**config.mk**
```make
export PLATFORM = sky130hd
export DESIGN_NAME = fifo_writer
export DESIGN_NICKNAME = d
export VERILOG_FILES = /design/src/rtl/fifo_writer_pkg.sv /design/src/rtl/fifo_writer_skid.sv /design/src/rtl/fifo_writer.sv
export SDC_FILE = /design/constraint.sdc
export NUM_CORES = 1
export LEC_CHECK = 0
export ABC_AREA = 1
export BUFFER_PORTS_ARGS = -buffer_cell sky130_fd_sc_hd__buf_2
export CAP_MARGIN = 20
export CORE_MARGIN = 2
export CORE_UTILIZATION = 40
export CTS_CLUSTER_DIAMETER = 150
export CTS_CLUSTER_SIZE = 28
export DETAILED_ROUTE_END_ITERATION = 12
export MAX_ROUTING_LAYER = met4
export PLACE_DENSITY_LB_ADDON = 0.3
export SYNTH_ARGS = -nofsm -noshare
export SYNTH_HDL_FRONTEND = slang
export SYNTH_HIERARCHICAL = 1
export SYNTH_SLANG_ARGS = --single-unit
export TNS_END_PERCENT = 5
```
**constraint.sdc**
```tcl
create_clock -name Wrclk -period 3.82 [get_ports Wrclk]
set_clock_uncertainty 0.1 [all_clocks]
set_input_delay 0.191 -clock Wrclk [delete_from_list [all_inputs] [get_ports Wrclk]]
set_output_delay 0.191 -clock Wrclk [all_outputs]
set_load 0.01 [all_outputs]
```
**src/rtl/fifo_writer_pkg.sv**
```systemverilog
// Shared defaults and FSM encoding for the FIFO write-side front end.
package fifo_writer_pkg;

   localparam int DAT_WIDTH_DEF = 32;
   localparam int CNT_W_DEF     = 16;

   // Skid buffer depth expressed as an occupancy value.
   localparam logic [1:0] OCC_EMPTY = 2'd0;
   localparam logic [1:0] OCC_ONE   = 2'd1;
   localparam logic [1:0] OCC_FULL  = 2'd2;

   typedef enum logic [1:0] {
      IDLE   = 2'd0,
      ACTIVE = 2'd1,
      STALL  = 2'd2
   } state_e;

endpackage

```
**src/rtl/fifo_writer_skid.sv**
```systemverilog
// Two-entry skid buffer of {data, last}; entry 0 is always the head.
module fifo_writer_skid
   import fifo_writer_pkg::*;
#(
   parameter int DAT_WIDTH = DAT_WIDTH_DEF
) (
   input  logic                 Wrclk,
   input  logic                 Rst,
   input  logic                 push,
   input  logic [DAT_WIDTH-1:0] push_data,
   input  logic                 push_last,
   input  logic                 pop,
   output logic [1:0]           occ,
   output logic [DAT_WIDTH-1:0] head_data,
   output logic                 head_last
);

   logic [1:0]           occ_q,   occ_d;
   logic [DAT_WIDTH-1:0] data0_q, data0_d, data1_q, data1_d;
   logic                 last0_q, last0_d, last1_q, last1_d;

   always_comb begin
      // NOTE: every signal gets a default before the case so no path leaves it unassigned (no latch).
      occ_d   = occ_q;
      data0_d = data0_q;
      data1_d = data1_q;
      last0_d = last0_q;
      last1_d = last1_q;
      case ({push, pop})
         2'b10: begin
            if (occ_q == OCC_EMPTY) begin
               data0_d = push_data;
               last0_d = push_last;
            end else begin
               data1_d = push_data;
               last1_d = push_last;
            end
            occ_d = occ_q + 2'd1;
         end
         2'b01: begin
            data0_d = data1_q;
            last0_d = last1_q;
            occ_d   = occ_q - 2'd1;
         end
         2'b11: begin
            // Simultaneous push and pop: occupancy holds, order preserved by shifting.
            if (occ_q == OCC_ONE) begin
               data0_d = push_data;
               last0_d = push_last;
            end else begin
               data0_d = data1_q;
               last0_d = last1_q;
               data1_d = push_data;
               last1_d = push_last;
            end
         end
         default: ;
      endcase
   end

   // NOTE: the storage is reset too, because Datain must read zero while Rst is high.
   always_ff @(posedge Wrclk or posedge Rst) begin
      if (Rst) begin
         occ_q   <= OCC_EMPTY;
         data0_q <= '0;
         data1_q <= '0;
         last0_q <= 1'b0;
         last1_q <= 1'b0;
      end else begin
         // NOTE: non-blocking assignments so every flop samples pre-edge values.
         occ_q   <= occ_d;
         data0_q <= data0_d;
         data1_q <= data1_d;
         last0_q <= last0_d;
         last1_q <= last1_d;
      end
   end

   assign occ       = occ_q;
   assign head_data = data0_q;
   assign head_last = last0_q;

endmodule

```
**src/rtl/fifo_writer.sv**
```systemverilog
// FIFO write-side front end: skid buffer, IDLE/ACTIVE/STALL FSM, word/packet counters.
// Optional stall-cycle counter enabled by defining FIFO_WRITER_STALL_CNT_EN.
module fifo_writer
   import fifo_writer_pkg::*;
#(
   parameter int DAT_WIDTH = DAT_WIDTH_DEF,
   parameter int CNT_W     = CNT_W_DEF
) (
   input  logic                 Wrclk,
   input  logic                 Rst,
   input  logic [DAT_WIDTH-1:0] In_data,
   input  logic                 In_valid,
   input  logic                 In_last,
   output logic                 In_ready,
   input  logic                 Full,
   output logic                 Wren,
   output logic [DAT_WIDTH-1:0] Datain,
   output logic                 Busy,
   output logic                 Pkt_done,
   output logic [CNT_W-1:0]     Word_cnt,
   output logic [CNT_W-1:0]     Pkt_cnt
`ifdef FIFO_WRITER_STALL_CNT_EN
   ,
   output logic [CNT_W-1:0]     Stall_cnt
`endif
);

   logic [1:0]           occ, occ_nxt;
   logic [DAT_WIDTH-1:0] head_data;
   logic                 head_last;
   logic                 push, pop;

   state_e               state_q, state_d;
   logic [CNT_W-1:0]     word_cnt_q, word_cnt_d;
   logic [CNT_W-1:0]     pkt_cnt_q,  pkt_cnt_d;
   logic                 pkt_done_q, pkt_done_d;

   fifo_writer_skid #(.DAT_WIDTH(DAT_WIDTH)) u_skid (
      .Wrclk    (Wrclk),
      .Rst      (Rst),
      .push     (push),
      .push_data(In_data),
      .push_last(In_last),
      .pop      (pop),
      .occ      (occ),
      .head_data(head_data),
      .head_last(head_last)
   );

   // Handshake is purely combinational from registered occupancy and the live Full flag.
   assign In_ready = (occ != OCC_FULL);
   assign push     = In_valid && In_ready;
   assign Wren     = (occ != OCC_EMPTY) && !Full;
   assign pop      = Wren;
   assign Datain   = head_data;

   always_comb begin
      occ_nxt    = occ;
      if (push && !pop) begin
         occ_nxt = occ + 2'd1;
      end else if (pop && !push) begin
         occ_nxt = occ - 2'd1;
      end

      state_d    = ACTIVE;
      if (occ_nxt == OCC_EMPTY) begin
         state_d = IDLE;
      end else if (Full) begin
         state_d = STALL;
      end

      word_cnt_d = word_cnt_q + CNT_W'(pop);
      pkt_done_d = pop && head_last;
      pkt_cnt_d  = pkt_cnt_q + CNT_W'(pkt_done_d);
   end

   always_ff @(posedge Wrclk or posedge Rst) begin
      if (Rst) begin
         state_q    <= IDLE;
         word_cnt_q <= '0;
         pkt_cnt_q  <= '0;
         pkt_done_q <= 1'b0;
      end else begin
         state_q    <= state_d;
         word_cnt_q <= word_cnt_d;
         pkt_cnt_q  <= pkt_cnt_d;
         pkt_done_q <= pkt_done_d;
      end
   end

   assign Busy     = (state_q != IDLE);
   assign Pkt_done = pkt_done_q;
   assign Word_cnt = word_cnt_q;
   assign Pkt_cnt  = pkt_cnt_q;

`ifdef FIFO_WRITER_STALL_CNT_EN
   logic [CNT_W-1:0] stall_cnt_q, stall_cnt_d;

   // Saturating count of cycles spent in STALL.
   always_comb begin
      stall_cnt_d = stall_cnt_q;
      if ((state_q == STALL) && (stall_cnt_q != '1)) begin
         stall_cnt_d = stall_cnt_q + CNT_W'(1);
      end
   end

   always_ff @(posedge Wrclk or posedge Rst) begin
      if (Rst) begin
         stall_cnt_q <= '0;
      end else begin
         stall_cnt_q <= stall_cnt_d;
      end
   end

   assign Stall_cnt = stall_cnt_q;
`endif

endmodule

```
==> out/qor.txt, run 1 <==
Port bufs = 104
Global Route Usage Sum = 19.7%
Number of global-route vias before repair = 4,346
CP required = 4.00 ns
CTS resizes = 0
Final-report hold violation count = 0
Post-synth EDFFs = 0
Min Tclk post-route = 2.84 ns
Critical path arrival = 3.02 ns
Worst hold slack = 0.00448 ns
WL final = 12.1 mm
Critical setup path kind = flip-flop to flip-flop
Detail-routed via count per cell = 4.84
TritonCTS clock tree = done
Layout cells sized above 1 = 20.1%
Pwr Density = 739 nW/um^2
Clock slew at reported path FFs = 0.07 ns
Routed vias = 4,358
First-pass GRT wire length = 20.2 mm
Int Pwr = 2.68 mW
Mapped Area = 4960 um^2
Outcome = finished clean
Post-synth top area cell = dfrtp_1
Mapped Nets = 665
Global route total overflow = 0
Final nets = 777
Distinct cell type count after synthesis = 28
Final setup violation count = 0
Routability congestion estimate = 0.858
Commonest non-fill, non-tap cell in the layout = nand2_1
Drt first pass iters = 4
Period utilization = 74.3%
Achievable frequency = 352 MHz
Sequential power share = 39.8%
Yosys reg bits = 103
CP cell instances = inv_1, ha_1, nor2_1, ha_1, inv_1, nand2_1, buf_4, nand3_1, nand2_1, nand2_1, nand2_1
Top cells by area, synth = dfrtp_1, nand2_1, nand3_1, ha_1, inv_1
Slew Viols, Final = 0
Initial DRC Count = 239
Remaining DRCs = 0
Worst slew pin tran = 0.632 ns
Leakage = 3.38 nW
CTS Buf Count = 9
Slowest stage delay, CP = 0.44 ns
Wire per inst = 13.4 um
Logic pwr share = 39.7%
DP Wirelength = 8.31 mm
Post-route cell area = 6080 um^2
Setup TNS = 0 ns
Worst Hold Class = input pin to flip-flop
Startpoint types = flip-flop
Worst slew margin relative to its limit = 57.7%
Crit path max fanout = 16
CP endpoint kind = flip-flop
Max VDD drop = 0.325 mV
Initial antenna violation count = 0
Top_reg_cell synth = dfrtp_1
Switching power = 1.82 mW
Root Buffer = clkbuf_16
Synth warnings = 6
Htree depth = 3
Initial core utilization = 41.1%
Sw frac = 40.4%
Top-area cell type share of the netlist area = 52.0%
Mapped Cells = 615
Remaining antenna violation count = 0
CP top delay family = simple AND/OR/NAND/NOR gates
WP buf/inv = 3
Die Y = 115 um
Clock power frac = 20.5%
Syn avg cell area = 8.06 um^2
Critical path's most frequent cell = nand2_1
Die area = 13,300 um^2
Total power = 4.50 mW
Util after Layout = 50.4%
# IOs = 105
Clock latency at the later pin of the worst-skew pair = 0.34 ns
Max_cap viols = 0
RSZ-0062 raised after global routing = no
Placed Cells = 871
Core ar. = 12,100 um^2
Commonest non-fill, non-tap cells in the layout = nand2_1, buf_2, dfrtp_1
Post-synthesis sequential area ratio = 52.0%
Setup WS pre-CTS = 1.00 ns
Non-filler cells, final = 901
P&R area growth vs syn = 22.7%
CTS Buffer Depth = 2
Std-Cell Rows = 40
DP Area = 5640 um^2
Fraction of registers with async set/reset = 100%
Largest net degree at the start of global routing = 46
Worst Setup Slack, final = 0.980 ns
Die width = 115 um
Crit-path slowest cell = dfrtp_1
Clock sink count = 103
[layout make-up]
type,count,area (um^2)
diodes,1,2.50
clock buffers,11,243
clock inverters,5,57.6
fillers,1192,5980
inverters,32,120
multi-input cells,456,2150
flip-flops and latches,103,2580
well taps,168,210
repair buffers,125,726
[power by group through the flow]
stage                     Combinational [mW]  Sequential [mW]  Clock [mW]
after floorplan                         1.12             1.85           0
after global placement                  1.72             1.79           0
after detailed placement                1.78             1.80           0
after CTS                               1.79             1.79       0.947
after global routing                    2.04             1.84       0.994
final                                   1.79             1.79       0.922
[synth_stat cells (2+ instances only)]
| cell type | number |
|---|---|
| nand2_1 | 288 |
| dfrtp_1 | 103 |
| nand3_1 | 79 |
| inv_1 | 31 |
| nor2_1 | 22 |
| buf_2 | 18 |
| ha_1 | 13 |
| xnor2_1 | 11 |
| xor2_1 | 10 |
| clkbuf_1 | 6 |
| nand4_1 | 6 |
| a21oi_1 | 3 |
| nand2_2 | 3 |
| nand3b_1 | 3 |
| nor2_2 | 3 |
| nand3_2 | 2 |
| nor3_2 | 2 |
| o21ai_1 | 2 |
[tightest hold or removal path, cell delays in order]
cell and delay, ns:
buf_2 0.09, nand3_1 0.07, nand2_1 0.06
[registers in the layout, summed over array words and instances, names as in the netlist]
register,count
u_skid/last1_q,1
Pkt_cnt,16
u_skid/head_data,32
u_skid/head_last,1
state_q,2
Pkt_done,1
u_skid/occ,2
u_skid/data1_q,32
Word_cnt,16
[metal layers]
layer	wire, um	track usage (%)	up-vias
met3	407	2.79	15
met4	201	8.03	0
met2	5810	32.0	107
met1	5700	24.8	2091
li1	-	-	2145
met5	0	-	-
[cells by family after synthesis]
kind of cell	synth area share [%]
AO/OA/AOI/OAI	1.29
XOR/XNOR	3.71
adder cells (fa/ha/maj)	3.28
buffers and inverters	4.69
flip-flops	52.0
AND/OR/NAND/NOR	35.0
[worst paths after layout]
kind	slack [ns]	to	start	cells after the start
max	0.98	u_skid/head_data[19]	u_skid/occ[0]	11
min	0.004	u_skid/data1_q[8]	In_data[8]	3
max reg2reg	0.98	u_skid/head_data[19]	u_skid/occ[0]	11
min reg2reg	0.37	u_skid/data1_q[1]	u_skid/data1_q[1]	2
max in group asynchronous	2.65	u_skid/last1_q	Rst	5
min in group asynchronous	0.17	u_skid/head_data[6]	Rst	3
[what timing repair did]
item / CTS / global route
setup buffers: 0 / 0
hold endpoints to repair: 46 / 0
hold buffers: 11 / 0
Note: power is estimated with default switching activity, not from simulation.
==> run 2: changes to the inputs <==
ABC_AREA = 0   (was 1)
clock period = 2.5 ns   (was 3.82 ns; I/O delays follow)
==> out/qor.txt, run 2 <==
Setup TNS = 0 ns
CP cell instances = inv_1, ha_1, nand2b_1, inv_1, ha_1, a22oi_2, o21a_2, buf_12, mux2_2
Commonest non-fill, non-tap cells in the layout = buf_2, dfrtp_1, nand3_1
Syn avg cell area = 11.8 um^2
Top cells by area, synth = dfrtp_1, mux2_4, nand3_1, a31oi_1, a21oi_1
Fillers = 1,051
WL final = 11.2 mm
Port bufs = 104
Startpoint types = flip-flop
Non-filler cells, final = 705
Min Tclk post-route = 2.38 ns
Initial DRC Count = 288
Initial antenna violation count = 0
# IOs = 105
CP endpoint kind = flip-flop
Remaining DRCs = 0
Die area = 13,000 um^2
Crit path max fanout = 21
Crit-path slowest cell = dfrtp_1
Sequential power share = 38.6%
Post-CTS Setup Inserts = 0
DP Wirelength = 7.51 mm
Max VDD drop = 0.695 mV
First-pass GRT wire length = 18.4 mm
Worst Setup Slack, final = 0.123 ns
P&R area growth vs syn = 28.4%
Commonest non-fill, non-tap cell in the layout = buf_2
Critical setup path kind = flip-flop to flip-flop
Top_reg_cell synth = dfrtp_1
Wire per inst = 15.9 um
Slew Viols, Final = 0
Total power = 7.17 mW
Routed vias = 3,711
Post-synth top area cell = dfrtp_1
Root Buffer = clkbuf_16
Final-report hold violation count = 0
CTS Buf Count = 9
Worst hold slack = 0.212 ns
Logic pwr share = 42.5%
Mapped Cells = 410
Antenna diodes = 0
Largest net degree at the start of global routing = 41
Clock power frac = 18.9%
Mapped Area = 4830 um^2
Distinct cell type count after synthesis = 36
Sw frac = 35.3%
Worst slew pin tran = 0.660 ns
Post-synthesis sequential area ratio = 53.4%
Global Route Usage Sum = 18.4%
R2R setup slack = 0.12 ns
Routability congestion estimate = 0.812
Initial core utilization = 40.6%
DP Area = 5550 um^2
Slowest stage delay, CP = 0.38 ns
Post-route cell area = 6200 um^2
Critical path arrival = 2.50 ns
Top-area cell type share of the netlist area = 53.4%
Clock slew at reported path FFs = 0.07 ns
Yosys reg bits = 103
Std-Cell Rows = 40
Synth warnings = 6
Htree depth = 3
Leakage = 2.99 nW
Top-count cell post-synth = dfrtp_1
Final nets = 603
Remaining antenna violation count = 0
Layout cells sized above 1 = 34.6%
CP required = 2.63 ns
Mapped Nets = 460
Clock latency at the later pin of the worst-skew pair = 0.34 ns
Global route total overflow = 0
Storage element area = 2580 um^2
Core ar. = 11,900 um^2
Achievable frequency = 421 MHz
Pwr Density = 1160 nW/um^2
Placed Cells = 654
Setup WS pre-CTS = 0.146 ns
Die Y = 114 um
Die width = 114 um
Int Pwr = 4.64 mW
Final setup violation count = 0
Util after Layout = 52.1%
TritonCTS clock tree = done
CTS Buffer Depth = 2
Worst slew margin relative to its limit = 56.0%
Max_cap viols = 0
Outcome = finished clean
Post-synth EDFFs = 0
Period utilization = 95.1%
Worst Hold Class = input pin to flip-flop
Fraction of registers with async set/reset = 100%
Synth cell count leaders = dfrtp_1, nand3_1, a21oi_1
Clock sink count = 103
Number of global-route vias before repair = 3,681
RSZ-0062 raised after global routing = no
Detail-routed via count per cell = 5.26
Multi-input logic area = 2030 um^2
Switching power = 2.53 mW
Drt first pass iters = 5
run 2: cell types whose count changed after synthesis, moves of 4 or more:
cell / delta
nand2_1: -282
nand3_1: -36
a31oi_1: +32
a21oi_1: +30
mux2_4: +30
o21ai_0: +30
inv_1: -20
nor2_1: -17
and3_1: +9
buf_2: -9
clkbuf_1: +8
mux2_2: +7
xnor2_1: +7
nand2b_1: +4
run 2: worst paths after layout:
path | start | endpoint | cells past startpoint
setup / recovery | u_skid/occ[0] | u_skid/data1_q[29] | 9
hold / removal | In_valid | state_q[0] | 5
setup reg to reg | u_skid/occ[0] | u_skid/data1_q[29] | 9
hold reg to reg | Word_cnt[15] | Word_cnt[15] | 1
max in group asynchronous | Rst | u_skid/occ[1] | 4
min in group asynchronous | Rst | Word_cnt[0] | 3
run 2: per-layer routing:
metal  GRT usage [%]  vias up  routed length, um
met5               -        -                  0
met4            6.02        0                185
met3            3.29       17                495
met2            28.8      121               5260
met1            24.6     1820               5280
li1                -     1753                  -
run 2: cells by family (layout without fill, tap and decap cells):
family | after synthesis | in the layout | share of synthesized area (%)
flops | 103 | 103 | 53.4
compound gates | 101 | 101 | 11.9
simple gates | 86 | 86 | 10.1
buf+inv | 40 | 188 | 4.74
mux | 37 | 37 | 11.0
xor+xnor | 30 | 30 | 5.59
fa+ha+maj | 13 | 13 | 3.37
run 2: worst max-delay path: cells and delay by family (launching register included):
| kind | cells | cell delay [ns] |
|---|---|---|
| AOI/OAI and AO/OA | 2 | 0.38 |
| muxes | 1 | 0.36 |
| adders and majority gates | 2 | 0.43 |
| and+or+nand+nor | 1 | 0.19 |
| buffers and inverters | 3 | 0.40 |
| DFF | 1 | 0.38 |
run 2: layout make-up:
| cell class | instances | area share [%] |
|---|---|---|
| flip-flops and latches | 103 | 41.5 |
| multi-input cells | 267 | 32.7 |
| repair buffers | 161 | 17.4 |
| clock buffers | 12 | 4.30 |
| well taps | 147 | 2.96 |
| inverters | 11 | 0.666 |
| clock inverters | 4 | 0.464 |
run 2: power groups by stage:
stage	sequential (mW)	combinational, mW	clock (mW)
2_1_floorplan	2.89	1.97	0
3_3_place_gp	2.77	2.94	0
3_5_place_dp	2.78	3.01	0
4_1_cts	2.77	3.06	1.40
5_1_grt	2.86	3.34	1.46
6_report	2.77	3.05	1.35
run 2: repair_timing:
action / in CTS / in global routing
endpoints found under the hold margin: 105 / 0
resized for setup: 0 / 2
setup endpoints to repair: 0 / 20
hold buffers: 35 / 0
==> run 3: changes to the inputs <==
CELL_PAD_IN_SITES_DETAIL_PLACEMENT = 0   (was unset)
CELL_PAD_IN_SITES_GLOBAL_PLACEMENT = 1   (was unset)
CORE_UTILIZATION = 39   (was 40)
==> out/qor.txt, run 3 (synthesized netlist as in run 2, its figures left out) <==
Global Route Usage Sum = 19.1%
Clock slew at reported path FFs = 0.07 ns
Worst Min Path Start = In_valid
Reg-to-Reg Start = u_skid/occ[0]
DP Wirelength = 7.45 mm
Critical setup path kind = flip-flop to flip-flop
Std-Cell Rows = 40
Core ar. = 12,100 um^2
# IOs = 105
First-pass GRT wire length = 19.2 mm
Initial antenna violation count = 0
Storage element area = 2580 um^2
Setup TNS = 0 ns
Outcome = finished clean
Setup WS pre-CTS = 0.0461 ns
Detail-routed via count per cell = 5.15
Fillers = 1,106
Period utilization = 92.9%
Drt first pass iters = 4
Worst hold slack = 0.141 ns
DP Area = 5550 um^2
Startpoint types = flip-flop
Clock sink count = 103
P&R area growth vs syn = 28.4%
Antenna diodes = 0
Worst slew pin tran = 0.713 ns
Commonest non-fill, non-tap cells in the layout = buf_2, dfrtp_1, nand3_1
Largest net degree at the start of global routing = 39
Crit-path slowest cell = dfrtp_1
Critical path arrival = 2.46 ns
Clock latency at the later pin of the worst-skew pair = 0.35 ns
Worst slew margin relative to its limit = 52.4%
Achievable frequency = 431 MHz
Final-report hold violation count = 0
Number of global-route vias before repair = 3,760
Routed vias = 3,722
Hold depth = 5
Final setup violation count = 0
Wire per inst = 15.9 um
Max_cap viols = 0
Die width = 115 um
Max VDD drop = 0.571 mV
Initial DRC Count = 193
Die area = 13,300 um^2
WP buf/inv = 3
Layout cells sized above 1 = 34.4%
Commonest non-fill, non-tap cell in the layout = buf_2
Critical path's most frequent cell = inv_1
Multi-input logic area = 2050 um^2
Worst hold path endpoint = state_q[0]
Htree depth = 3
Post-CTS Setup Inserts = 0
RSZ-0062 raised after global routing = no
CTS Buffer Depth = 2
R2r endpoint = u_skid/data1_q[30]
CP top delay family = adder cells
Pwr Density = 1150 nW/um^2
Die Y = 115 um
Worst Setup Slack, final = 0.178 ns
TritonCTS clock tree = done
Slew Viols, Final = 0
Worst R2R Path Depth = 9
Leakage = 2.97 nW
Util after Layout = 51.4%
Initial core utilization = 40.1%
CP endpoint kind = flip-flop
Worst Hold Class = input pin to flip-flop
Min Tclk post-route = 2.32 ns
Slowest stage delay, CP = 0.38 ns
CP required = 2.64 ns
R2R setup slack = 0.18 ns
Port bufs = 104
Post-route cell area = 6200 um^2
Remaining DRCs = 0
Crit path max fanout = 23
WL final = 11.5 mm
Root Buffer = clkbuf_16
Final nets = 601
Global route total overflow = 0
Routability congestion estimate = 0.784
CP cell instances = inv_1, ha_1, nand2b_4, inv_1, ha_2, a22oi_2, o21a_2, buf_12, mux2_2
CTS Buf Count = 9
Remaining antenna violation count = 0
==> run 3: power by group <==
part	switching, mW	total (mW)	internal (mW)
clock network	0.598	1.35	0.754
logic	1.51	3.01	1.50
registers	0.411	2.77	2.36
==> run 3: layout make-up <==
cell class | count | area share (%)
clock buffers | 15 | 4.48
inverters | 11 | 0.666
multi-input cells | 267 | 33.0
flip-flops and latches | 103 | 41.6
well taps | 168 | 3.39
repair buffers | 159 | 16.9
==> run 3: layer usage <==
layer | up-vias | global-route usage [%] | routed length (um)
met5 | - | - | 0
met4 | 0 | 5.46 | 161
met3 | 21 | 5.27 | 631
met2 | 117 | 29.6 | 5340
met1 | 1831 | 24.6 | 5360
li1 | 1753 | - | -
==> run 3: how the worst max path moves through the flow <==
stage | startpoint | endpoint | slack (ns) | cells past startpoint
floorplan | u_skid/occ[0] | u_skid/data1_q[0] | 0.03 | 10
global placement | u_skid/occ[0] | u_skid/last1_q | 0.14 | 9
detailed placement | u_skid/occ[0] | u_skid/data1_q[30] | 0.05 | 9
CTS | u_skid/occ[0] | u_skid/last1_q | 0.03 | 9
global route | u_skid/occ[1] | Pkt_cnt[12] | 0.02 | 10
finish | u_skid/occ[0] | u_skid/data1_q[30] | 0.18 | 9
==> run 3: what timing repair did <==
action	in CTS	in global routing
setup endpoints to repair	0	49
hold buffers	35	0
hold endpoints to repair	131	0
gates resized for setup	0	6
==> run 3: worst reg2reg max path, stage by stage, from the launching register on <==
cell,delay (ns)
dfrtp_1,0.38
inv_1,0.10
ha_1,0.20
nand2b_4,0.15
inv_1,0.07
ha_2,0.25
a22oi_2,0.19
o21a_2,0.19
buf_12,0.22
mux2_2,0.36
==> run 3: metrics by stage <==
stage                     std cells  power, mW
after floorplan                 410       4.85
after global placement          673       5.68
after detailed placement        673       5.76
after CTS                       723       7.20
after global routing            723       7.65
final                           723       7.13
